$ cat config.mk
export PLATFORM = sky130hd
export DESIGN_NAME = booth_radix8_mult_flat
export DESIGN_NICKNAME = d
export VERILOG_FILES = /design/src/rtl/booth_radix8_mult_if.sv /design/src/rtl/booth_radix8_mult.sv /design/src/flat_wrapper.sv
export SDC_FILE = /design/constraint.sdc
export NUM_CORES = 1
export LEC_CHECK = 0
export ABC_AREA = 0
export CAP_MARGIN = 20
export CELL_PAD_IN_SITES_DETAIL_PLACEMENT = 0
export CELL_PAD_IN_SITES_GLOBAL_PLACEMENT = 1
export CORE_UTILIZATION = 48
export CTS_CLUSTER_DIAMETER = 50
export DETAILED_ROUTE_END_ITERATION = 7
export PLACE_DENSITY = 0.82
export SKIP_LAST_GASP = 1
export SYNTH_ARGS = -nofsm -noshare
export SYNTH_HDL_FRONTEND = slang
export SYNTH_SLANG_ARGS = --single-unit
$ cat constraint.sdc
create_clock -name clk -period 7.4 [get_ports clk]
set_clock_uncertainty 0.05 [all_clocks]
set_input_delay 0.74 -clock clk [delete_from_list [all_inputs] [get_ports clk]]
set_output_delay 0.74 -clock clk [all_outputs]
set_load 0.005 [all_outputs]
$ cat src/rtl/booth_radix8_mult_if.sv
// Start/Done handshake bundle for the radix-8 Booth multiplier.
// The host drives the master side; the multiplier is the slave.
interface booth_radix8_mult_if #(
  parameter int unsigned WIDTH = 16
) ();
  logic                 start;
  logic                 is_signed;
  logic [WIDTH-1:0]     a;
  logic [WIDTH-1:0]     b;
  logic                 busy;
  logic                 done;
  logic [2*WIDTH-1:0]   product;
  logic [1:0]           state;

  modport master (
    output start, is_signed, a, b,
    input  busy, done, product, state
  );

  modport slave (
    input  start, is_signed, a, b,
    output busy, done, product, state
  );
endinterface

$ cat src/rtl/booth_radix8_mult.sv
// Iterative radix-8 Booth multiplier: retires three multiplier bits per STEP cycle,
// signed or unsigned per operation, behind a Start/Done handshake.
module booth_radix8_mult #(
  parameter int unsigned WIDTH = 16
) (
  input logic                clk,
  input logic                rst_n,
  booth_radix8_mult_if.slave bus
);

  localparam int unsigned N  = 3 * ((WIDTH + 3) / 3);
  localparam int unsigned K  = N / 3;
  localparam int unsigned AW = WIDTH + 4;
  localparam int unsigned CW = $clog2(K + 1);
  localparam logic [CW-1:0] KLast = CW'(K - 1);

  typedef enum logic [1:0] {
    StIdle = 2'b00,
    StPrep = 2'b01,
    StStep = 2'b10,
    StDone = 2'b11
  } state_e;

  state_e               state_q, state_d;
  logic [AW-1:0]        m_q, m3_q, acc_q;
  logic [N-1:0]         mul_q;
  logic                 lsb_q;
  logic [CW-1:0]        cnt_q;
  logic [2*WIDTH-1:0]   product_q;

  logic                 ext_a, ext_b;
  logic [3:0]           window;
  logic [AW-1:0]        pp, sum, acc_next;
  logic [N-1:0]         mul_next;
  logic [2*WIDTH-1:0]   product_next;

  // Operands are stored already extended, so the Signed flag needs no register of its own.
  assign ext_a = bus.is_signed & bus.a[WIDTH-1];
  assign ext_b = bus.is_signed & bus.b[WIDTH-1];

  always_comb begin
    pp     = '0;
    window = {mul_q[2:0], lsb_q};
    unique case (window)
      4'd1, 4'd2, 4'd13, 4'd14: pp = m_q;
      4'd3, 4'd4, 4'd11, 4'd12: pp = m_q << 1;
      4'd5, 4'd6, 4'd9,  4'd10: pp = m3_q;
      4'd7, 4'd8:               pp = m_q << 2;
      default:                  pp = '0;
    endcase
    // Window MSB set means a negative digit (window 15 selects zero, so subtracting is harmless).
    sum          = window[3] ? (acc_q - pp) : (acc_q + pp);
    acc_next     = {{3{sum[AW-1]}}, sum[AW-1:3]};
    mul_next     = {sum[2:0], mul_q[N-1:3]};
    product_next = (2 * WIDTH)'({acc_next, mul_next});
  end

  always_comb begin
    state_d = state_q;
    unique case (state_q)
      StIdle:  if (bus.start) state_d = StPrep;
      StPrep:  state_d = StStep;
      StStep:  if (cnt_q == '0) state_d = StDone;
      StDone:  state_d = StIdle;
      default: state_d = StIdle;
    endcase
  end

  always_ff @(posedge clk or negedge rst_n) begin
    if (!rst_n) begin
      state_q <= StIdle;
    end else begin
      state_q <= state_d;
    end
  end

  always_ff @(posedge clk or negedge rst_n) begin
    if (!rst_n) begin
      m_q       <= '0;
      m3_q      <= '0;
      acc_q     <= '0;
      mul_q     <= '0;
      lsb_q     <= 1'b0;
      cnt_q     <= '0;
      product_q <= '0;
    end else begin
      unique case (state_q)
        StIdle: begin
          if (bus.start) begin
            m_q   <= {{4{ext_a}}, bus.a};
            mul_q <= {{(N - WIDTH){ext_b}}, bus.b};
          end
        end
        StPrep: begin
          m3_q  <= m_q + (m_q << 1);
          acc_q <= '0;
          lsb_q <= 1'b0;
          cnt_q <= KLast;
        end
        StStep: begin
          acc_q <= acc_next;
          mul_q <= mul_next;
          lsb_q <= mul_q[2];
          cnt_q <= cnt_q - CW'(1);
          if (cnt_q == '0) product_q <= product_next;
        end
        default: ;
      endcase
    end
  end

  assign bus.busy    = (state_q != StIdle);
  assign bus.done    = (state_q == StDone);
  assign bus.product = product_q;
  assign bus.state   = state_q;

endmodule
$ cat src/flat_wrapper.sv
// flat-port wrapper written by rule: the top's interface ports become plain ports
module booth_radix8_mult_flat 
#(
  parameter int unsigned WIDTH = 16
)
  (clk, rst_n, bus_start, bus_is_signed, bus_a, bus_b, bus_busy, bus_done, bus_product, bus_state);
  booth_radix8_mult_if #(.WIDTH(WIDTH)) bus_i ();
  input logic clk;
  input logic rst_n;
  input wire logic [$bits(bus_i.start)-1:0] bus_start;
  input wire logic [$bits(bus_i.is_signed)-1:0] bus_is_signed;
  input wire logic [$bits(bus_i.a)-1:0] bus_a;
  input wire logic [$bits(bus_i.b)-1:0] bus_b;
  output wire logic [$bits(bus_i.busy)-1:0] bus_busy;
  output wire logic [$bits(bus_i.done)-1:0] bus_done;
  output wire logic [$bits(bus_i.product)-1:0] bus_product;
  output wire logic [$bits(bus_i.state)-1:0] bus_state;
  assign bus_i.start = bus_start;
  assign bus_i.is_signed = bus_is_signed;
  assign bus_i.a = bus_a;
  assign bus_i.b = bus_b;
  assign bus_busy = bus_i.busy;
  assign bus_done = bus_i.done;
  assign bus_product = bus_i.product;
  assign bus_state = bus_i.state;
  booth_radix8_mult #(.WIDTH(WIDTH)) u_core (.clk(clk), .rst_n(rst_n), .bus(bus_i));
endmodule
-- Word level (Yosys, flattened, before mapping)
Index checks and enable logic that the tools add are counted.
- output and inout port bits: 36
- bits of input ports: 36
- register bits after elaboration: 113
- add/sub/neg operators: 4
- equality and inequality tests: 19
- bitwise gates (word level): 2
- reduce and logical (&&, ||, !) cells: 13
- muxes and demuxes: 10
- operators with widths (kind ; number):
    one-hot mux 20 bit (4 select lines) ; 1
    one-hot mux 20 bit (2 select lines) ; 1
    one-hot mux 18 bit (2 select lines) ; 1
    == test 4 bit, second input constant ; 7
    adder 20 bit ; 1
    two-way mux 20 bit ; 1
    subtractor 20 bit ; 1
    adder 17 x 18 -> 19 bit ; 1
    two-way mux 18 bit ; 1
    == test 4 x 3 -> 1 bit, second input constant ; 4
    OR reduction 4 bit ; 3
    == test 4 x 2 -> 1 bit, second input constant ; 2
    one-hot mux 2 bit (4 select lines) ; 1
    AND reduction 2 bit ; 4
    one-hot mux 3 bit (2 select lines) ; 1
    nonzero test 2 bit ; 3
    == test 2 bit, second input constant ; 2
    == test 4 x 1 -> 1 bit, second input constant ; 1
    two-way mux 2 bit ; 2
    logical NOT 3 bit ; 1
    subtractor 3 x 1 -> 3 bit, second input constant ; 1
    AND 1 bit ; 2
    == test 2 x 1 -> 1 bit, second input constant ; 1
    logical NOT 2 bit ; 1
    4 further kinds ; 4

-- Depth between registers and ports, before layout
- depth in word-level cells: 6
- depth in mapped cells: 20
- gate-level depth less buffers: 18

-- Worst setup path before layout
No wires, ideal clock.
- path kind: register to register
- from: register u_core.lsb_q
- to: register u_core.acc_q[18]
- path slack: 3.427 ns
- path buffers: 2
- data arrival time: 3.831 ns
- clock period less this slack: 3.973 ns
- library setup time: 0.092 ns
- cell stages (with the launch flop): 19
- data required time: 7.258 ns
- cells stage by stage: dfrtp_1 buf_6 and3b_4 buf_6 o21ai_2 o2111ai_1 nor4_4 nand3_1 nor4_1 nor2_1 xnor2_1 ha_1 nand3_1 a2111oi_0 o31a_1 a41o_1 a21oi_1 xnor2_1 o31ai_2
- longest elaborated chain between the ends: 6
- elaborated cells between the ends (all ways): 23
- those cells by class: add/sub (2); eq/ne (14); mux (3); reduce/logical (4)
- RTL lines (item ; line ; RTL):
    start, declared ; booth_radix8_mult.sv:27 ; logic lsb_q;
    start signal, assigned ; booth_radix8_mult.sv:103 ; lsb_q <= mul_q[2];
    == test 4 x 3 -> 1 bit (tied with other cells) ; booth_radix8_mult.sv:44 ; unique case (window)
    OR reduction 4 bit / OR reduction 2 bit (equally long branches) ; booth_radix8_mult.sv:44 ;
    one-hot mux 20 bit (4 select lines) (*) ; booth_radix8_mult.sv:44 ;
    adder 20 bit / subtractor 20 bit (equally long branches) ; booth_radix8_mult.sv:52 ; sum = window[3] ? (acc_q - pp) : (acc_q + pp);
    two-way mux 20 bit (*) ; booth_radix8_mult.sv:52 ;
    one-hot mux 20 bit (2 select lines) (*) ; booth_radix8_mult.sv:87 ; unique case (state_q)
    end signal, assigned ; booth_radix8_mult.sv:101 ; acc_q <= acc_next;
    end, declared ; booth_radix8_mult.sv:25 ; logic [AW-1:0] m_q, m3_q, acc_q;
Mark *: on every way between the ends. The rest lies on a longest branch, timed or not.
A chain may end at the register's enable or synchronous reset.

-- Worst setup path in the final report
- from: register u_core.mul_q[2]
- to: register u_core.acc_q[18]
- longest elaborated chain between the ends: 6
- elaborated cells between the ends (all ways): 23
- those cells by class: add/sub (2); eq/ne (14); mux (3); reduce/logical (4)
- RTL lines (item ; line ; RTL):
    start, declared ; booth_radix8_mult.sv:26 ; logic [N-1:0] mul_q;
    start signal, assigned ; booth_radix8_mult.sv:91 ; mul_q <= {{(N - WIDTH){ext_b}}, bus.b};
    start signal, assigned ; booth_radix8_mult.sv:102 ; mul_q <= mul_next;
    == test 4 x 3 -> 1 bit (tied with other cells) ; booth_radix8_mult.sv:44 ;
    OR reduction 4 bit / OR reduction 2 bit (equally long branches) ; booth_radix8_mult.sv:44 ;
    one-hot mux 20 bit (4 select lines) ; booth_radix8_mult.sv:44 ;
    adder 20 bit / subtractor 20 bit (equally long branches) ; booth_radix8_mult.sv:52 ;
    two-way mux 20 bit (*) ; booth_radix8_mult.sv:52 ;
    one-hot mux 20 bit (2 select lines) (*) ; booth_radix8_mult.sv:87 ;
Marks and branches as above.

==> reports/qor.yml <==
firstDrtPassIters: 5
fillers: 1243
synth_top_family_by_area: "compound AO/OA/AOI/OAI gates"
cts_buffer_depth: 2
hold_path_class: "input port to async pin"
crit_arrival_ns: 5.50
ys_types: 67
reg2reg_depth: 16
finalSetupTns_ns: 0
drt-vias-per-instance: 5.72
synth-edff-count: 0
yosysTopAreaCellShare: 0.393
yosys_warnings: 0
gr-total-overflow: 0
clk_pin_slew_ns: 0.08
final_util: 0.578
drive_above_1_share: 0.119
synth_compound_area_frac: 0.183
fin_ws_ns: 2.11
yosys.area_share.simple: 0.127
cap_violations: 0
synth_xor_area_frac: 0.0651
areaGrowthSynthToFinish_pct: 16.5
syn_area_per_cell_um2: 9.77
cts_buffers: 9
clock-sinks: 109
yosys-top-cells-area: "dfrtp_1 (39%), ha_1 (7.9%), mux2_2 (7.6%)"
drtIter0Drc: 287
synthAdderAreaFrac: 0.0852
rsz0062_at_grt: "false"
wl_um: 15900
rows: 43
die_w_um: 122
grt_pass1_vias: 5360
cts_resized: 0
drt-wirelength-per-cell_um: 16.7
place_ws_ns: 2.22
synth_nets: 792
placed_cells: 935
cpPeakStageDelay_ns: 0.96
place.port_buffers: 71
drtAntennaViolNets: 0
syn_area_um2: 6940
grt_pass1_wl_um: 26400
dieArea_um2: 14900
start_util: 0.496
outcome: "finished clean"
dp_hpwl_um: 11700
cp_slowest_cell: "dfrtp_1"
cp_cell_sequence: "nor2b_1 -> a31oi_4 -> o2111ai_1 -> nor4_4 -> nand3_1 -> nor4_1 -> nor2_1 -> xnor2_1 -> ha_1 -> nand3_1 -> a2111oi_0 -> o31a_1 -> a41o_1 -> a21oi_1 -> xnor2_1 -> o31ai_2"
worst_slew_margin_rel: 0.376
worstSetupPathType: "flop to flop"
setup_viol: 0
worstMarginPinSlew_ns: 0.937
antenna_found_initial: 0
synth_top_cell_by_area: "dfrtp_1"
postCtsSetupBuffers: 0
nNetsFinal: 849
fmax_mhz: 189
grt_max_degree: 58
num_io_pins: 72
cp-end-kind: "flop"
root_buffer: "clkbuf_16"
synth_ff_type: "dfrtp_1"
hold_violations: 0
yosysSeqAreaShare: 0.393
place.gp.congestion: 0.937
diodes: 0
synthMuxAreaShare: 0.102
min_period_ns: 5.29
h-tree-depth: 3
ys_ff_latch: 109
synthArstFlopShare: 1.00
drv_slew: 0
drc: 0
holdBufCountCts: 0
crit_path_max_fanout: 28
worstPathRequired_ns: 7.61
vias: 5450
die_h_um: 122
core-area_um2: 14000
grt_use_total: 0.227
finalNonFillerCells: 952
clock_latency_ns: 0.36
tritoncts: "yes"
syn_inst: 710
start_kind: "flop"
fin_crit_sh: 0.715
kinds of logic (layout without fill, tap and decap cells):
kind of cell,Yosys count,count (layout)
AO/OA/AOI/OAI,192,192
flip-flops,109,109
XOR/XNOR,49,49
buffers and inverters,70,132
multiplexers,65,65
adder cells (fa/ha/maj),46,46
AND/OR/NAND/NOR,179,179
through the flow:
step / cell area [um^2] / hold WS, ns
after floorplan: 6940 / 0.394
after global placement: 7750 / 0.411
after detailed placement: 7750 / 0.419
after CTS: 8050 / 0.378
after global routing: 8080 / 0.407
final: 8080 / 0.356
placed cells by master (no fill, tap or decap), types with 14 or more instances in the layout:
| master | instances |
|---|---|
| dfrtp_1 | 109 |
| nor2_1 | 32 |
| nor3_1 | 15 |
| clkdlybuf4s50_1 | 70 |
| xnor2_1 | 29 |
| o2bb2ai_1 | 14 |
| ha_1 | 44 |
| inv_1 | 38 |
| nand3_1 | 33 |
| o21ai_0 | 65 |
| mux2_2 | 47 |
| a21oi_1 | 37 |
| nand2_1 | 60 |
| xor2_1 | 17 |
| mux2i_1 | 18 |
metal layers:
metal	wire length (um)	part of all wire	track usage
met5	0	0	0
met4	356	0.022	0.0816
met3	553	0.035	0.0431
met2	7710	0.49	0.384
met1	7230	0.46	0.286
sequential cells by signal (all words and copies together) (netlist names):
name,flops
u_core.bus.product,32
u_core.m3_q,19
u_core.mul_q,18
u_core.acc_q,17
u_core.m_q,17
u_core.cnt_q,3
u_core.bus.state,2
u_core.lsb_q,1
critical path: cells and delay by family, from the launching register on:
| family | cells | cell delay, ns |
|---|---|---|
| flops | 1 | 0.96 |
| xor+xnor | 2 | 0.30 |
| compound gates | 7 | 2.20 |
| fa+ha+maj | 1 | 0.39 |
| simple gates | 6 | 1.28 |
layout make-up:
class	count	area, um^2	area share
Tap cell	180	225	0.0279
Clock inverter	5	47.5	0.00588
Multi-Input combinational cell	531	3910	0.484
Clock buffer	11	253	0.0313
Timing Repair Buffer	77	773	0.0957
Sequential cell	109	2730	0.338
Inverter	39	146	0.0181
cells in the mapped netlist (5+ instances only):
master	n
mux2i_1	18
nor2_1	32
o21ai_1	5
mux2_2	47
nor3_1	15
inv_1	38
o2bb2ai_1	14
dfrtp_1	109
clkbuf_1	22
nand2b_1	8
ha_1	44
o21ai_0	65
a21o_1	10
nand3_1	33
a31oi_1	6
nor2b_1	6
o2111ai_1	10
a21oi_1	37
xnor2_1	29
xor2_1	17
nand2_1	60
path summary, 6_finish.rpt:
check / startpoint / end / slack [ns]
min in group clk: u_core.bus.product[22]$_DFFE_PN0P_ / u_core.bus.product[22]$_DFFE_PN0P_ / 0.43
setup / recovery: u_core.mul_q[2]$_DFFE_PN0P_ / u_core.acc_q[18]$_DFFE_PN0P_ / 2.11
setup reg to reg: u_core.mul_q[2]$_DFFE_PN0P_ / u_core.acc_q[18]$_DFFE_PN0P_ / 2.11
hold / removal: rst_n / u_core.m_q[4]$_DFFE_PN0P_ / 0.36
max in group asynchronous: rst_n / u_core.mul_q[11]$_DFFE_PN0P_ / 5.77
hold reg to reg: u_core.bus.product[22]$_DFFE_PN0P_ / u_core.bus.product[22]$_DFFE_PN0P_ / 0.43
Power is left out: the tool's default activity adds up to more than one toggle a clock period on the data nets, which glitch-free logic cannot reach.
